## config.mk

```make
export PLATFORM = sky130hd
export DESIGN_NAME = uart_rx_fifo
export DESIGN_NICKNAME = d
export VERILOG_FILES = /design/src/rtl/uart_rx_fifo.sv
export SDC_FILE = /design/constraint.sdc
export NUM_CORES = 1
export LEC_CHECK = 0
export ABC_AREA = 0
export CAP_MARGIN = 30
export CORE_ASPECT_RATIO = 1.4
export CORE_MARGIN = 2
export CORE_UTILIZATION = 55
export CTS_BUF_LIST = sky130_fd_sc_hd__clkbuf_4
export CTS_CLUSTER_SIZE = 10
export DETAILED_ROUTE_END_ITERATION = 12
export PLACE_DENSITY = 0.75
export REMOVE_ABC_BUFFERS = 1
export SYNTH_ARGS = -nofsm -noshare
export SYNTH_HDL_FRONTEND = slang
export SYNTH_SLANG_ARGS = --single-unit
export TNS_END_PERCENT = 30
```

## constraint.sdc

```tcl
create_clock -name clk_i -period 2.3 [get_ports clk_i]
set_clock_uncertainty 0.05 [all_clocks]
set_input_delay 0.69 -clock clk_i [delete_from_list [all_inputs] [get_ports clk_i]]
set_output_delay 0.69 -clock clk_i [all_outputs]
set_load 0.02 [all_outputs]
```

## src/rtl/uart_rx_fifo.sv

```systemverilog
// uart_rx_fifo
//   UART receiver with an oversampled bit-centre sampler, configurable frame
//   format (DataBits payload bits, optional odd/even parity, 1 or 2 stop bits)
//   feeding a first-word-fall-through receive FIFO with a valid/ready pop side.
//   Sticky error flags report corrupt frames and FIFO overflow.
//
// Ports
//   clk_i        in   core clock
//   reset_ni     in   asynchronous active-low reset (released synchronously inside)
//   rx_i         in   serial line, idle high, asynchronous to clk_i
//   data_o       out  FIFO head word (DataBits), forced to 0 while the FIFO is empty
//   valid_o      out  FIFO non-empty
//   ready_i      in   pops the head word when valid_o && ready_i
//   count_o      out  FIFO occupancy, $clog2(FifoDepth)+1 bits
//   overrun_o    out  sticky: a good frame was dropped because the FIFO was full
//   frame_err_o  out  sticky: a stop bit was sampled low
//   parity_err_o out  sticky: parity mismatch
//   clear_err_i  in   synchronous clear of the three sticky flags (a set wins)

module uart_rx_fifo #(
    parameter int ClkFreq    = 12000000,
    parameter int BaudRate   = 115200,
    parameter int Oversample = 8,
    parameter int DataBits   = 8,
    parameter int Parity     = 0,
    parameter int StopBits   = 1,
    parameter int FifoDepth  = 16
) (
    input  logic                           clk_i,
    input  logic                           reset_ni,
    input  logic                           rx_i,
    output logic [DataBits-1:0]            data_o,
    output logic                           valid_o,
    input  logic                           ready_i,
    output logic [$clog2(FifoDepth):0]     count_o,
    output logic                           overrun_o,
    output logic                           frame_err_o,
    output logic                           parity_err_o,
    input  logic                           clear_err_i
);

    // Tick divider: rounded ClkFreq / (BaudRate * Oversample).
    localparam longint LineRate = longint'(BaudRate) * longint'(Oversample);
    localparam longint DivL     = (longint'(ClkFreq) + LineRate / 2) / LineRate;
    localparam longint Nominal  = DivL * LineRate;
    localparam longint ErrAbs   = (longint'(ClkFreq) > Nominal) ? (longint'(ClkFreq) - Nominal)
                                                                 : (Nominal - longint'(ClkFreq));
    localparam int     Div      = int'(DivL);
    localparam int     TW       = (Div > 1) ? $clog2(Div) : 1;
    localparam int     OW       = $clog2(Oversample);
    localparam int     AW       = $clog2(FifoDepth);
    localparam int     CW       = AW + 1;

    // Actual baud error below 2 %: |ClkFreq - Div*Ovs*Baud| * 50 < Div*Ovs*Baud.
    if (DivL < 1 || ErrAbs * 50 >= Nominal) begin : g_baud_check
        $fatal(1, "uart_rx_fifo: baud error of tick divider is 2%% or more");
    end
    if (Oversample < 4 || (Oversample % 2) != 0) begin : g_ovs_check
        $fatal(1, "uart_rx_fifo: Oversample must be even and >= 4");
    end
    if (DataBits < 5 || DataBits > 9 || Parity < 0 || Parity > 2 ||
        StopBits < 1 || StopBits > 2 || FifoDepth < 2 ||
        (FifoDepth & (FifoDepth - 1)) != 0) begin : g_fmt_check
        $fatal(1, "uart_rx_fifo: illegal frame format or FIFO depth");
    end

    typedef enum logic [2:0] {
        S_IDLE,
        S_START,
        S_DATA,
        S_PARITY,
        S_STOP,
        S_BREAK_WAIT
    } state_t;

    logic                rst_meta;
    logic                rst_n_sync;
    logic                rx_p0;
    logic                rx_p1;
    logic                rx_p2;
    logic                fall;

    state_t              state;
    state_t              state_next;
    logic [TW-1:0]       tick_cnt;
    logic                tick;
    logic [OW-1:0]       os_cnt;
    logic [OW-1:0]       os_target;
    logic                sample;
    logic [3:0]          bit_cnt;

    logic                shift_en;
    logic                par_chk;
    logic                par_mismatch;
    logic                par_bad;
    logic                stop_bad;
    logic                frame_ok;

    logic [DataBits-1:0] shreg;
    logic [DataBits-1:0] push_data;
    logic                push_req;

    logic [DataBits-1:0] mem [FifoDepth];
    logic [AW-1:0]       wr_ptr;
    logic [AW-1:0]       rd_ptr;
    logic                full;
    logic                pop;
    logic                push_ok;

    // Reset: asserts immediately, releases two clocks after reset_ni rises.
    always_ff @(posedge clk_i or negedge reset_ni) begin
        if (!reset_ni) begin
            rst_meta   <= 1'b0;
            rst_n_sync <= 1'b0;
        end else begin
            rst_meta   <= 1'b1;
            rst_n_sync <= rst_meta;
        end
    end

    // Stage p0/p1: line synchroniser; p2 keeps the previous synchronised value
    // for edge detection. Preset high so reset release never looks like a start.
    always_ff @(posedge clk_i or negedge rst_n_sync) begin
        if (!rst_n_sync) begin
            rx_p0 <= 1'b1;
            rx_p1 <= 1'b1;
            rx_p2 <= 1'b1;
        end else begin
            rx_p0 <= rx_i;
            rx_p1 <= rx_p0;
            rx_p2 <= rx_p1;
        end
    end

    assign fall = rx_p2 & ~rx_p1;

    // Oversample tick and sample strobe; START waits half a bit, others a full bit.
    assign tick      = (state != S_IDLE) && (tick_cnt == TW'(Div - 1));
    assign os_target = (state == S_START) ? OW'(Oversample / 2 - 1) : OW'(Oversample - 1);
    assign sample    = tick && (os_cnt == os_target);

    assign par_mismatch = ((^shreg) ^ rx_p1) != (Parity == 1);

    always_ff @(posedge clk_i or negedge rst_n_sync) begin
        if (!rst_n_sync) begin
            state <= S_IDLE;
        end else begin
            state <= state_next;
        end
    end

    always_comb begin
        state_next = state;
        shift_en   = 1'b0;
        par_chk    = 1'b0;
        stop_bad   = 1'b0;
        frame_ok   = 1'b0;
        case (state)
            S_IDLE: begin
                if (fall) state_next = S_START;
            end
            S_START: begin
                if (sample) state_next = rx_p1 ? S_IDLE : S_DATA;
            end
            S_DATA: begin
                if (sample) begin
                    shift_en = 1'b1;
                    if (bit_cnt == 4'(DataBits - 1))
                        state_next = (Parity != 0) ? S_PARITY : S_STOP;
                end
            end
            S_PARITY: begin
                if (sample) begin
                    par_chk    = 1'b1;
                    state_next = S_STOP;
                end
            end
            S_STOP: begin
                if (sample) begin
                    if (!rx_p1) begin
                        stop_bad   = 1'b1;
                        state_next = S_BREAK_WAIT;
                    end else if (bit_cnt == 4'(StopBits - 1)) begin
                        frame_ok   = !par_bad;
                        state_next = S_IDLE;
                    end
                end
            end
            S_BREAK_WAIT: begin
                if (rx_p1) state_next = S_IDLE;
            end
            default: state_next = S_IDLE;
        endcase
    end

    // Bit-timing counters; all restart at zero on start detection.
    always_ff @(posedge clk_i or negedge rst_n_sync) begin
        if (!rst_n_sync) begin
            tick_cnt <= '0;
            os_cnt   <= '0;
            bit_cnt  <= '0;
            par_bad  <= 1'b0;
        end else begin
            if (state == S_IDLE || tick_cnt == TW'(Div - 1))
                tick_cnt <= '0;
            else
                tick_cnt <= tick_cnt + TW'(1);

            if (state == S_IDLE || sample)
                os_cnt <= '0;
            else if (tick)
                os_cnt <= os_cnt + OW'(1);

            if (state_next != state)
                bit_cnt <= '0;
            else if (sample)
                bit_cnt <= bit_cnt + 4'd1;

            if (state == S_IDLE)
                par_bad <= 1'b0;
            else if (par_chk && par_mismatch)
                par_bad <= 1'b1;
        end
    end

    // LSB arrives first, so shift in from the top.
    always_ff @(posedge clk_i) begin
        if (shift_en) shreg <= {rx_p1, shreg[DataBits-1:1]};
        if (frame_ok) push_data <= shreg;
    end

    // Stage p1: push one cycle after the final stop sample.
    always_ff @(posedge clk_i or negedge rst_n_sync) begin
        if (!rst_n_sync) push_req <= 1'b0;
        else             push_req <= frame_ok;
    end

    assign full    = (count_o == CW'(FifoDepth));
    assign valid_o = (count_o != '0);
    assign pop     = valid_o && ready_i;
    assign push_ok = push_req && (!full || pop);
    assign data_o  = valid_o ? mem[rd_ptr] : '0;

    always_ff @(posedge clk_i) begin
        if (push_ok) mem[wr_ptr] <= push_data;
    end

    always_ff @(posedge clk_i or negedge rst_n_sync) begin
        if (!rst_n_sync) begin
            wr_ptr  <= '0;
            rd_ptr  <= '0;
            count_o <= '0;
        end else begin
            if (push_ok) wr_ptr <= wr_ptr + AW'(1);
            if (pop)     rd_ptr <= rd_ptr + AW'(1);
            case ({push_ok, pop})
                2'b10:   count_o <= count_o + CW'(1);
                2'b01:   count_o <= count_o - CW'(1);
                default: count_o <= count_o;
            endcase
        end
    end

    // Sticky flags: a set in the same cycle as clear_err_i wins.
    always_ff @(posedge clk_i or negedge rst_n_sync) begin
        if (!rst_n_sync) begin
            overrun_o    <= 1'b0;
            frame_err_o  <= 1'b0;
            parity_err_o <= 1'b0;
        end else begin
            if (push_req && full && !pop) overrun_o <= 1'b1;
            else if (clear_err_i)         overrun_o <= 1'b0;

            if (stop_bad)                 frame_err_o <= 1'b1;
            else if (clear_err_i)         frame_err_o <= 1'b0;

            if (par_chk && par_mismatch)  parity_err_o <= 1'b1;
            else if (clear_err_i)         parity_err_o <= 1'b0;
        end
    end

endmodule

```

==> impl_metrics.yaml <==
outcome:
  outcome: "finished, violations left"
  violations: "setup timing"
logic_synthesis:
  synthTopCellsByArea: "edfxtp_1, dfrtp_1, mux4_2"
  synth_seq_cells: 181
  yosys.area.top_type: "edfxtp_1"
  synth-compound-area-share: 0.0525
  yosysWarnings: 0
  synth.cell_area_um2: 7440
  synth-seq-area-share: 0.706
  ys.flop_type: "edfxtp_1"
  syn_area_per_cell_um2: 16.8
  synthAdderAreaFrac: 0.0262
  synth_common_cells: "edfxtp_1, dfrtp_1, mux4_2"
  synth-simple-area-share: 0.0693
  synth_xor_area_frac: 0.0271
  yosys.cell_count.top_type: "edfxtp_1"
  muxShareOfSynthArea: 0.0984
  synth_enable_flop_cells: 144
  synth_top_family_by_area: "multiplexers"
  synthCells: 444
  ys_types: 48
  synth_top_area_frac: 0.581
  synthArstFlopShare: 0.204
floorplan:
  rows: 50
  die_w_um: 102
  initial_core_util: 0.558
  design.portCount: 22
  die_area_um2: 14500
  die_h_um: 142
  core_region_area_um2: 13300
critical_path:
  cp_top_family: "flip-flops"
  slowest_stage: "dfrtp_2"
  rrSetupSlack_ns: -0.22
  critPathBufInv: 3
  crit_chain: "buf_12 > buf_6 > mux4_2 > a22oi_2 > a21oi_2 > buf_6"
  startpoint_type: "register"
  worst-path-max-fanout: 8
  cp_data_arrival_time_ns: 2.32
  cp.required_ns: 1.56
  crit_top_cell: "buf_6"
  slowest_delay_ns: 0.50
  critPathKind: "reg -> out"
  endpoint_kind: "output pin"
global_routing:
  antenna_found_initial: 1
  track_usage: 0.216
  grt_overflow: 0
  grt_pass1_wl_um: 23000
  grt_pass1_vias: 4366
  grt_max_degree: 36
cells_and_area:
  final_cells: 730
  utilization: 0.677
  drive_gt1_frac: 0.329
  area_growth_pct: 21.3
  final_nets: 554
job:
  maxCapViolations: 0
cts:
  clk_transition_reported_paths_ns: 0.15
  clock-sinks: 181
  clock_path_buffers: 2
  clockRootBuffer: "clkbuf_4"
  clkLatencyLatePin_ns: 0.55
  cts_tree: "built"
  cts_buffers: 17
  htree_num_levels: 4
  hold_buffers: 0
sta:
  layout_setup_ws_ns: -0.761
  period_needed_ns: 3.06
  max_freq_mhz: 327
  maxSlewHeadroom: 0.580
  hold_violations: 0
  rsz0062_at_grt: "yes"
  worst_pin_slew_ns: 0.631
  period_share: 1.33
  drv_slew: 0
  setup_viol: 11
min_path:
  worst_hold_path_type: "in -> async"
detailed_routing:
  wl_um: 14400
  detail-route-antenna-nets: 0
  wl_per_cell_um: 19.8
  drc: 0
  drt_iter0_drc: 277
  vias: 4161
  avgViaCountPerCell: 5.70
  first_pass_iters: 4
pwr:
  power.total_mw: 8.86
  p_leak_nw: 3.23
  power.density_nw_per_um2: 982
  peakVddDrop_mv: 0.827
placed_design:
  place_ws_ns: -0.738
  io_buffer_count: 21
  dp_cells: 683
  gp_congestion: 0.883
  place_hpwl_um: 9660
## worst paths after layout
check,start,endpoint,cells past startpoint
setup / recovery,rd_ptr[0],data_o[2],6
setup reg to reg,count_o[1],count_o[4],13
hold reg to reg,rst_n_sync,count_o[2],1
min in group clk_i,rst_meta,rst_n_sync,0
max in group asynchronous,rst_n_sync,rx_p1,1
hold / removal,reset_ni,rst_meta,1
## timing repair
item                                   4_1_cts  5_1_grt
resized for setup                           81        7
pin swaps                                   19       10
endpoints found under the hold margin        0        0
setup endpoints to repair                   27       12
cloned                                       1        0
setup buffers                                8        5
## where the power goes
| group | switching, mW | internal [mW] |
|---|---|---|
| logic | 1.59 | 1.86 |
| registers | 0.158 | 3.62 |
| clock network | 1.16 | 0.476 |
## registers in the layout, indices dropped and copies added (netlist names), 3 cells and up
signal	flops
wr_ptr	4
os_cnt	3
bit_cnt	4
mem	128
state	3
rd_ptr	4
tick_cnt	4
count_o	5
push_data	8
shreg	8
## kinds of logic after synthesis
logic type,Yosys count
flip-flops,181
AND/OR/NAND/NOR,94
AO/OA/AOI/OAI,59
buffers and inverters,38
multiplexers,33
XOR/XNOR,23
adder cells (fa/ha/maj),15
other,1
## layer usage
layer / share of wire / vias up / GRT usage
li1: - / 1891 / -
met1: 0.40 / 2149 / 0.276
met2: 0.55 / 106 / 0.373
met3: 0.039 / 15 / 0.0360
met4: 0.012 / 0 / 0.0730
met5: 0 / - / 0
## final cells by class
type	count	area, um2
Timing Repair Buffer	92	1040
Multi-Input combinational cell	225	2170
Tap cell	182	228
Antenna cell	1	2.50
Sequential cell	181	5260
Clock inverter	15	140
Fill cell	898	4300
Inverter	17	63.8
Clock buffer	17	128
## cells in the final DEF, fill, tap and decap left out, types with 2 or more instances in the layout
| cell | n |
|---|---|
| a22oi_2 | 15 |
| buf_6 | 9 |
| a41oi_1 | 2 |
| xnor2_1 | 16 |
| inv_1 | 16 |
| dfstp_2 | 3 |
| dfrtp_1 | 33 |
| clkinvlp_4 | 4 |
| a21oi_2 | 5 |
| nand3_1 | 5 |
| o21ai_1 | 4 |
| nand3b_1 | 2 |
| clkinv_4 | 2 |
| nor4_2 | 2 |
| o31ai_1 | 2 |
| and3_1 | 7 |
| edfxtp_1 | 144 |
| nor2b_1 | 4 |
| nor3_1 | 6 |
| inv_6 | 3 |
| buf_12 | 22 |
| o41ai_1 | 2 |
| inv_8 | 4 |
| ha_1 | 13 |
| dlygate4sd2_1 | 9 |
| nand2b_1 | 3 |
| nor3b_1 | 3 |
| o21ai_0 | 6 |
| a21oi_1 | 14 |
| clkdlybuf4s50_1 | 4 |
| xor2_1 | 7 |
| nor2_1 | 18 |
| buf_4 | 46 |
| nand4_1 | 3 |
| and4_1 | 2 |
| and2_1 | 13 |
| mux4_2 | 32 |
| clkbuf_4 | 17 |
| nand2_1 | 18 |
## per-stage QoR
step | hold WS, ns | TNS, ns | area [um2]
floorplan | 0.281 | -9.22 | 7360
global placement | 0.241 | -33.58 | 8470
detailed placement | 0.253 | -38.56 | 8470
CTS | 0.168 | -7.21 | 8940
global route | 0.174 | -8.23 | 9020
finish | 0.226 | -6.60 | 9020
No activity file was read; power rests on OpenSTA's default activity.
